### config.mk
export PLATFORM = sky130hd
export DESIGN_NAME = camera_stream_packer
export DESIGN_NICKNAME = d
export VERILOG_FILES = /design/src/rtl/camera_stream_packer.sv
export SDC_FILE = /design/constraint.sdc
export NUM_CORES = 1
export LEC_CHECK = 0
export ABC_AREA = 1
export CORE_ASPECT_RATIO = 1.2
export CORE_MARGIN = 2
export CORE_UTILIZATION = 61
export DETAILED_ROUTE_END_ITERATION = 10
export PLACE_DENSITY = 0.87
export SKIP_CTS_REPAIR_TIMING = 1
export SLEW_MARGIN = 20
export SYNTH_ARGS = -nofsm -noshare
export SYNTH_HDL_FRONTEND = slang
export SYNTH_SLANG_ARGS = --single-unit
### constraint.sdc
create_clock -name sys_clk -period 11.1 [get_ports sys_clk]
set_input_delay 2.22 -clock sys_clk [delete_from_list [all_inputs] [get_ports sys_clk]]
set_output_delay 2.22 -clock sys_clk [all_outputs]
set_load 0.01 [all_outputs]
### src/rtl/camera_stream_packer.sv
// camera_stream_packer
// Selects one of NUM_CH camera pixel streams per capture and packs PIX_W-bit
// pixels into DATA_W-bit AXI-Stream beats. Frames are bounded by the latched
// width x height. The final beat carries tlast and a partial tkeep.
//
// Optional feature: define CAMERA_PACKER_TEST_PATTERN_EN to build an internal
// (x + y) test-pattern source. It is selected by test_mode, which is latched
// on new_capture. Without the macro, test_mode is ignored.
//
// Ports:
//   sys_clk, sys_rst          clock, synchronous active-high reset
//   new_capture               start-of-frame pulse (config sampled here)
//   channel_sel, test_mode    source selection
//   image_width, image_height frame geometry
//   pix_data/valid/ready      per-channel pixel streams (ready combinational)
//   m_axis_*                  packed AXI-Stream output (registered)
//   busy, frame_done,         status: not idle, tlast accepted,
//   capture_ignored           and new_capture dropped while busy
module camera_stream_packer #(
  parameter int unsigned NUM_CH = 2,
  parameter int unsigned PIX_W  = 16,
  parameter int unsigned DATA_W = 64,
  parameter int unsigned CNT_W  = 16,
  localparam int unsigned SEL_W = (NUM_CH > 1) ? $clog2(NUM_CH) : 1
) (
  input  logic                     sys_clk,
  input  logic                     sys_rst,
  input  logic                     new_capture,
  input  logic [SEL_W-1:0]         channel_sel,
  input  logic                     test_mode,
  input  logic [CNT_W-1:0]         image_width,
  input  logic [CNT_W-1:0]         image_height,
  input  logic [NUM_CH*PIX_W-1:0]  pix_data,
  input  logic [NUM_CH-1:0]        pix_valid,
  output logic [NUM_CH-1:0]        pix_ready,
  output logic [DATA_W-1:0]        m_axis_tdata,
  output logic [DATA_W/8-1:0]      m_axis_tkeep,
  output logic                     m_axis_tlast,
  output logic                     m_axis_tvalid,
  input  logic                     m_axis_tready,
  output logic                     busy,
  output logic                     frame_done,
  output logic                     capture_ignored
);

  localparam int unsigned PPB    = DATA_W / PIX_W;
  localparam int unsigned BPP    = PIX_W / 8;
  localparam int unsigned KEEP_W = DATA_W / 8;
  localparam int unsigned LANE_W = (PPB > 1) ? $clog2(PPB) : 1;
  localparam int unsigned TOT_W  = 2 * CNT_W;

  typedef enum logic [2:0] {
    ST_IDLE,
    ST_LOAD,
    ST_STREAM,
    ST_DRAIN,
    ST_DONE
  } state_t;

  state_t state, state_n;

  logic [SEL_W-1:0]  cfg_sel;
  logic [CNT_W-1:0]  cfg_w;
  logic [CNT_W-1:0]  cfg_h;
  logic [TOT_W-1:0]  total;
  logic [TOT_W-1:0]  total_c;
  logic [TOT_W-1:0]  pix_cnt;
  logic [CNT_W-1:0]  x;
  logic [CNT_W-1:0]  y;

  logic [LANE_W-1:0] lane, lane_n;
  logic [DATA_W-1:0] pbuf_data, pbuf_data_n;
  logic [KEEP_W-1:0] pbuf_keep, pbuf_keep_n;
  logic              pbuf_last, pbuf_last_n;
  logic              pbuf_full, pbuf_full_n;

  logic              move;
  logic              pack_pending;
  logic              accept;
  logic              last_pix;
  logic [PIX_W-1:0]  chan_pix;
  logic              chan_valid;
  logic [PIX_W-1:0]  src_pix;
  logic              src_valid;
  logic              test_src;

  assign total_c  = TOT_W'(cfg_w) * TOT_W'(cfg_h);
  assign last_pix = (pix_cnt == TOT_W'(total - TOT_W'(1)));

  // A full pack buffer drains when the output register is free this cycle.
  assign move         = pbuf_full && (!m_axis_tvalid || m_axis_tready);
  assign pack_pending = pbuf_full && !move;
  assign accept       = !sys_rst && (state == ST_STREAM) && !pack_pending && src_valid;

  // Selected camera channel.
  always_comb begin
    chan_pix   = '0;
    chan_valid = 1'b0;
    for (int k = 0; k < NUM_CH; k++) begin
      if (cfg_sel == SEL_W'(k)) begin
        chan_pix   = pix_data[k*PIX_W +: PIX_W];
        chan_valid = pix_valid[k];
      end
    end
  end

  // Only the latched channel is ever offered ready; never while the pattern runs.
  always_comb begin
    pix_ready = '0;
    for (int k = 0; k < NUM_CH; k++) begin
      pix_ready[k] = !sys_rst && (cfg_sel == SEL_W'(k)) && (state == ST_STREAM)
                     && !pack_pending && !test_src;
    end
  end

`ifdef CAMERA_PACKER_TEST_PATTERN_EN
  logic           cfg_test;
  logic [CNT_W:0] xy_sum;

  always_ff @(posedge sys_clk) begin
    if (sys_rst) begin
      cfg_test <= 1'b0;
    end else if (state == ST_IDLE && new_capture) begin
      cfg_test <= test_mode;
    end
  end

  // Pattern pixel is (x + y) truncated to the pixel width.
  assign xy_sum    = {1'b0, x} + {1'b0, y};
  assign test_src  = cfg_test;
  assign src_pix   = cfg_test ? PIX_W'(xy_sum) : chan_pix;
  assign src_valid = cfg_test | chan_valid;
`else
  logic unused_tp;

  assign unused_tp = ^{test_mode, y};
  assign test_src  = 1'b0;
  assign src_pix   = chan_pix;
  assign src_valid = chan_valid;
`endif

  // State register.
  always_ff @(posedge sys_clk) begin
    if (sys_rst) state <= ST_IDLE;
    else         state <= state_n;
  end

  // Next-state logic.
  always_comb begin
    state_n = state;
    case (state)
      ST_IDLE:   if (new_capture) state_n = ST_LOAD;
      ST_LOAD:   state_n = (total_c == '0) ? ST_DONE : ST_STREAM;
      ST_STREAM: if (accept && last_pix) state_n = ST_DRAIN;
      ST_DRAIN:  if (m_axis_tvalid && m_axis_tready && m_axis_tlast) state_n = ST_DONE;
      ST_DONE:   state_n = ST_IDLE;
      default:   state_n = ST_IDLE;
    endcase
  end

  // Pack buffer next value: empty it on move, then drop an accepted pixel into its lane.
  always_comb begin
    pbuf_data_n = pbuf_data;
    pbuf_keep_n = pbuf_keep;
    pbuf_last_n = pbuf_last;
    pbuf_full_n = pbuf_full;
    lane_n      = lane;
    if (move) begin
      pbuf_data_n = '0;
      pbuf_keep_n = '0;
      pbuf_last_n = 1'b0;
      pbuf_full_n = 1'b0;
    end
    if (accept) begin
      for (int i = 0; i < PPB; i++) begin
        if (lane == LANE_W'(i)) begin
          pbuf_data_n[i*PIX_W +: PIX_W] = src_pix;
          pbuf_keep_n[i*BPP +: BPP]     = '1;
        end
      end
      if (lane == LANE_W'(PPB - 1) || last_pix) begin
        pbuf_full_n = 1'b1;
        pbuf_last_n = last_pix;
        lane_n      = '0;
      end else begin
        lane_n = LANE_W'(lane + LANE_W'(1));
      end
    end
  end

  // Config, counters, pack buffer, output register and status pulses.
  always_ff @(posedge sys_clk) begin
    if (sys_rst) begin
      cfg_sel         <= '0;
      cfg_w           <= '0;
      cfg_h           <= '0;
      total           <= '0;
      pix_cnt         <= '0;
      x               <= '0;
      y               <= '0;
      lane            <= '0;
      pbuf_data       <= '0;
      pbuf_keep       <= '0;
      pbuf_last       <= 1'b0;
      pbuf_full       <= 1'b0;
      m_axis_tdata    <= '0;
      m_axis_tkeep    <= '0;
      m_axis_tlast    <= 1'b0;
      m_axis_tvalid   <= 1'b0;
      busy            <= 1'b0;
      frame_done      <= 1'b0;
      capture_ignored <= 1'b0;
    end else begin
      if (state == ST_IDLE && new_capture) begin
        cfg_sel <= channel_sel;
        cfg_w   <= image_width;
        cfg_h   <= image_height;
      end

      if (state == ST_LOAD) begin
        total     <= total_c;
        pix_cnt   <= '0;
        x         <= '0;
        y         <= '0;
        lane      <= '0;
        pbuf_data <= '0;
        pbuf_keep <= '0;
        pbuf_last <= 1'b0;
        pbuf_full <= 1'b0;
      end else begin
        if (accept) begin
          pix_cnt <= TOT_W'(pix_cnt + TOT_W'(1));
          // Column wraps at the line end; packing continues across lines.
          if (x == CNT_W'(cfg_w - CNT_W'(1))) begin
            x <= '0;
            y <= CNT_W'(y + CNT_W'(1));
          end else begin
            x <= CNT_W'(x + CNT_W'(1));
          end
        end
        lane      <= lane_n;
        pbuf_data <= pbuf_data_n;
        pbuf_keep <= pbuf_keep_n;
        pbuf_last <= pbuf_last_n;
        pbuf_full <= pbuf_full_n;
      end

      if (m_axis_tvalid && m_axis_tready) m_axis_tvalid <= 1'b0;
      if (move) begin
        m_axis_tdata  <= pbuf_data;
        m_axis_tkeep  <= pbuf_keep;
        m_axis_tlast  <= pbuf_last;
        m_axis_tvalid <= 1'b1;
      end

      busy            <= (state_n != ST_IDLE);
      frame_done      <= (state == ST_DONE);
      capture_ignored <= new_capture && (state != ST_IDLE);
    end
  end

endmodule

==> results of run 1 <==
cells by family (layout without fill, tap and decap cells):
logic type,count (synthesis),after routing
AOI/OAI and AO/OA,364,364
xor gates and xnor gates,38,38
adders and majority gates,304,304
buffers and inverters,683,740
DFF,253,253
and+or+nand+nor,1396,1396
worst min-delay path, stage by stage (launching register included):
cell	delay, ns
dfxtp_1	0.31
nand2_1	0.06
a21oi_1	0.06
worst max path at each step:
stage | slack (ns) | start | endpoint
finish | 4.41 | cfg_w[7] | state[2]
CTS | 4.52 | cfg_w[8] | state[2]
floorplan | 5.47 | cfg_w[7] | state[1]
detailed placement | 4.55 | cfg_w[7] | state[2]
global route | 3.99 | cfg_w[7] | state[2]
global placement | 4.65 | cfg_w[11] | state[2]
power by group:
group | switching [mW] | internal (mW) | leakage [nW] | total, mW
clock | 0.368 | 0.507 | 0.403 | 0.875
combinational | 0.452 | 0.253 | 9.36 | 0.705
sequential | 0.0779 | 0.928 | 2.04 | 1.01
total | 0.898 | 1.69 | 11.8 | 2.59
flip-flops by register name, summed over array words and instances (netlist names), 2 cells and up:
signal	cells
m_axis_tkeep	8
cfg_h	16
pbuf_keep	8
pbuf_data	64
lane	2
pix_cnt	32
total	32
state	3
m_axis_tdata	64
cfg_w	16
metal layers:
layer / up-vias / part of all wire / global-route usage / wire [um]
met5: - / 0 / 0 / 0
met4: 0 / 0.058 / 0.193 / 3350
met3: 232 / 0.067 / 0.0430 / 3920
met2: 810 / 0.50 / 0.581 / 28900
met1: 9175 / 0.38 / 0.371 / 21900
li1: 9330 / - / - / -
layout by cell type (no fill, tap or decap), types with 3 or more instances in the layout:
master	n
nand2_4	3
nand3b_1	9
nand2_2	12
o22ai_1	17
xor2_1	28
nor3b_1	4
o21ai_0	174
ha_1	110
nand4_1	23
clkinv_2	4
buf_4	8
nor3_1	26
fa_1	194
and2_1	3
nor2_2	14
clkbuf_1	3
inv_2	11
inv_1	526
a21oi_1	156
clkdlybuf4s50_1	148
nand3_2	3
dfxtp_1	253
o21ai_1	6
nor3_2	5
nor4_1	6
clkbuf_16	23
nor2_1	368
o21bai_1	6
xnor2_1	9
nand3_1	134
bufinv_16	4
nand2_1	765
nor2_4	11
clkbuf_8	4
area by class of cell:
cell class,instances,area [sq um],area share
clock buffers,30,642,0.0274
inverters,541,2040,0.0870
multi-input cells,2102,13400,0.571
clock inverters,12,188,0.00801
repair buffers,157,1550,0.0660
well taps,456,571,0.0244
flip-flops and latches,253,5060,0.216
==> results.py, run 1 <==
metrics = {
    "setup_path": {
        "r2r_cells": 29,
        "cp-end-kind": "register",
        "rrSetupSlack_ns": 4.41,
        "r2r-start": "cfg_w[7]",
        "slowest_delay_ns": 0.97,
        "crit_path_frequent_cell": "inv_1",
        "critPathKind": "register to register",
        "cp.depth": 29,
        "path_delay_family": "adder cells",
        "start_kind": "register",
        "crit_slowest_cell": "dfxtp_1",
        "cp.required_ns": 11.58,
        "worst-path-buf-inv": 9,
        "cp_max_fo": 17,
        "r2r_end": "state[2]",
        "arrival_ns": 7.17,
    },
    "yosys": {
        "synthAdderAreaFrac": 0.250,
        "synth_top_family_by_area": "simple AND/OR/NAND/NOR gates",
        "synthTopCellsByArea": "dfxtp_1, fa_1, nand2_1",
        "syn-num-nets": 3414,
        "synth.area.mux_share": 0,
        "synth.yosys.seq_area_share": 0.241,
        "syn_inst": 3038,
        "ys.flop_type": "dfxtp_1",
        "synth_xor_area_frac": 0.0165,
        "synth_common_cells": "nand2_1, inv_1, nor2_1",
        "synth_cell_type_count": 47,
        "synth.top_cell.area_share": 0.241,
        "synth_area_sq_um": 21000,
        "yosys.area_share.simple": 0.280,
        "synth_compound_area_frac": 0.0891,
        "avgSynthCellArea_sq_um": 6.92,
        "yosys_warnings": 0,
        "synthArstFlopShare": 0,
        "synth_top_area_cell": "dfxtp_1",
        "ys_ff_latch": 253,
        "synth.most_common_cell": "nand2_1",
        "synth_edf_count": 0,
    },
    "pwr": {
        "p_leak_nw": 11.8,
        "peakVddDrop_mv": 0.107,
        "p_total_mw": 2.59,
        "power_density_nw_per_um2": 110,
    },
    "timing": {
        "drv_slew": 0,
        "finalHoldViolCount": 0,
        "fin_worst_skew_ns": 0.0115,
        "fmax_ghz": 0.149,
        "fin_ws_ns": 4.41,
        "fin_crit_ns": 6.69,
        "setup_violations": 0,
        "layout_worst_path_cycle_share": 0.603,
        "setup-tns-final_ns": 0,
        "slew_headroom": 0.326,
        "worst_pin_slew_ns": 1.01,
        "whs_ns": 0.466,
        "rsz0062_at_grt": "no",
    },
    "hold_path": {
        "worstHoldEndpoint": "pbuf_keep[7]",
        "hold_depth": 2,
        "hold_path.class": "register to register",
        "hold_start": "pbuf_keep[7]",
    },
    "finish": {
        "diodes": 0,
        "fin_cells": 3551,
        "fin_util": 0.689,
        "num-fill-cells": 2743,
        "area_growth_pct": 11.5,
        "drive_gt1_frac": 0.0381,
        "nNetsFinal": 3454,
        "design_area_sq_um": 23400,
    },
    "cts": {
        "cts_tree": "done",
        "cts_made_buffers": 23,
        "cts.sinks": 253,
        "cts.clk_slew.worst_paths_ns": 0.07,
        "clockRootBuffer": "clkbuf_16",
        "htree_levels": 1,
        "insertion_delay_ns": 0.54,
        "clockBufferDepth": 3,
    },
    "routing": {
        "num_vias": 19500,
        "drt-total-wl_um": 58100,
        "viasPerCell": 5.50,
        "ant_nets": 0,
        "drt_iter0_drc": 1576,
        "drc": 0,
        "wl_per_cell_um": 16.4,
        "firstDrtPassIters": 8,
    },
    "die": {
        "fp.dieH_um": 207,
        "die_w_um": 173,
        "num_rows": 74,
        "core_area_sq_um": 34000,
        "initial_core_util": 0.618,
        "die_area_sq_um": 36000,
        "ioPinCount": 151,
    },
    "place": {
        "io_buffers": 149,
        "placed_area_sq_um": 22600,
        "dp_hpwl_um": 43700,
        "dp_slack_ns": 4.55,
        "place_congestion": 0.920,
        "place_inst": 3509,
    },
    "global_route": {
        "grt_pass1_vias": 19900,
        "grt_util_all_layers": 0.325,
        "grt_pass1_wl_um": 95400,
        "antenna_found_initial": 0,
        "overflow": 0,
        "grt_max_degree": 121,
    },
    "outcome": {
        "status": "complete, no violations",
    },
    "job": {
        "drv_cap": 0,
    },
}
Power figures use the tool's default switching activity.
==> inputs of run 2 (changes only) <==
==> constraint.sdc (replaced) <==
create_clock -name sys_clk -period 6.5 [get_ports sys_clk]
set_input_delay 1.3 -clock sys_clk [delete_from_list [all_inputs] [get_ports sys_clk]]
set_output_delay 1.3 -clock sys_clk [all_outputs]
set_load 0.01 [all_outputs]
==> results.py, run 2 (same netlist as run 1, synthesis figures left out) <==
metrics = {
    "finish": {
        "nNetsFinal": 3486,
        "drive_gt1_frac": 0.0553,
        "num-fill-cells": 2728,
        "multiInputGateArea_sq_um": 13400,
        "fin_cells": 3583,
        "area_growth_pct": 12.8,
        "layout_commonest_cell": "nand2_1",
        "diodes": 0,
        "reg_top3": "m_axis_tdata: 64 flops, pbuf_data: 64 flops",
        "layout_common_cells": "nand2_1, inv_1, nor2_1, dfxtp_1, fa_1",
        "regArea_sq_um": 5100,
    },
    "die": {
        "fp.dieH_um": 207,
        "core_area_sq_um": 34000,
        "num_rows": 74,
        "initial_core_util": 0.618,
        "die_area_sq_um": 36000,
        "ioPinCount": 151,
        "die_w_um": 173,
    },
    "setup_path": {
        "arrival_ns": 6.62,
        "cp.required_ns": 6.98,
        "start_kind": "register",
        "cp_max_fo": 17,
        "critPathKind": "register to register",
        "cp-startpoint": "cfg_w[9]",
        "r2r-start": "cfg_w[9]",
        "cp-end-kind": "register",
    },
    "global_route": {
        "grt_max_degree": 121,
        "grt_pass1_vias": 19700,
        "overflow": 0,
        "grt_util_all_layers": 0.326,
        "antenna_found_initial": 0,
        "grt_pass1_wl_um": 96100,
    },
    "cts": {
        "cts.clk_slew.worst_paths_ns": 0.07,
        "cts.sinks": 253,
        "htree_levels": 1,
        "cts_made_buffers": 23,
        "clockBufferDepth": 3,
        "clockRootBuffer": "clkbuf_16",
        "insertion_delay_ns": 0.55,
        "cts_tree": "done",
    },
    "pwr": {
        "p_total_mw": 4.41,
        "peakVddDrop_mv": 0.165,
        "p_leak_nw": 12.0,
        "power_density_nw_per_um2": 186,
    },
    "routing": {
        "drt_iter0_drc": 1658,
        "wl_per_cell_um": 16.3,
        "met3WireLength_um": 3880,
        "met2_length_um": 29200,
        "drc": 0,
        "topRoutingLayerUsed": "met4",
        "firstDrtPassIters": 6,
        "viasPerCell": 5.46,
        "ant_nets": 0,
        "drt-total-wl_um": 58400,
        "drt-met1-wl_um": 22200,
        "num_vias": 19600,
    },
    "timing": {
        "whs_ns": 0.463,
        "fin_ws_ns": 0.353,
        "worst_pin_slew_ns": 1.03,
        "setup_violations": 0,
        "fin_worst_skew_ns": 0.0114,
        "layout_worst_path_cycle_share": 0.946,
        "finalHoldViolCount": 0,
        "fin_crit_ns": 6.15,
        "slew_headroom": 0.313,
        "fmax_ghz": 0.163,
        "drv_slew": 0,
    },
    "job": {
        "drv_cap": 0,
    },
    "hold_path": {
        "hold_start": "pbuf_keep[2]",
        "hold_path.class": "register to register",
    },
    "outcome": {
        "status": "complete, no violations",
    },
    "place": {
        "dp_slack_ns": 0.179,
        "place_inst": 3541,
        "place_congestion": 0.917,
        "io_buffers": 149,
        "dp_hpwl_um": 45200,
    },
}
## run 2: per-stage QoR
stage          setup TNS, ns  utilization  cell area [sq um]
5_1_grt             -0.00624        0.698              23700
4_1_cts                    0        0.696              23700
2_1_floorplan              0            -              21000
3_3_place_gp               0        0.672              22800
3_5_place_dp               0        0.672              22800
6_report                   0        0.698              23700
## run 2: final timing paths
kind | endpoint | slack [ns] | cells past startpoint
setup / recovery | state[2] | 0.35 | 27
hold / removal | pbuf_keep[2] | 0.46 | 2
setup reg to reg | state[2] | 0.35 | 27
hold reg to reg | pbuf_keep[2] | 0.46 | 2
## run 2: metal layers
metal,vias up,track usage
met1,9151,0.382
met5,-,0
met2,816,0.584
li1,9395,-
met3,212,0.0357
met4,0,0.174
## run 2: report_power, final
group	internal, mW	switching, mW
clock	0.829	0.632
sequential	1.59	0.0845
combinational	0.452	0.825
total	2.87	1.54
## run 2: final cells by class
class,count,share of cell area
multi-input combinational,2102,0.565
sequential,253,0.215
inverter,541,0.0859
timing repair buffer,189,0.0761
clock buffer,29,0.0269
tap,456,0.0241
clock inverter,13,0.00739
## run 2: worst max-delay path, stage by stage (launching register included)
cell and delay [ns]:
dfxtp_1 0.32, buf_4 0.26, nand2_1 0.14, fa_1 0.50, fa_1 0.57, fa_1 0.45, fa_1 0.56, inv_1 0.05
fa_1 0.48, inv_1 0.05, fa_1 0.47, inv_1 0.04, ha_1 0.34, nand2_1 0.21, inv_1 0.06, nand2_1 0.07
nand2_1 0.07, inv_1 0.08, nand3_1 0.16, nand3_1 0.16, nand3_1 0.10, nand2_1 0.07, nand2_1 0.07, nor2_1 0.15
nand2_1 0.07, nor2_1 0.16, nand3_1 0.20, a21oi_1 0.19
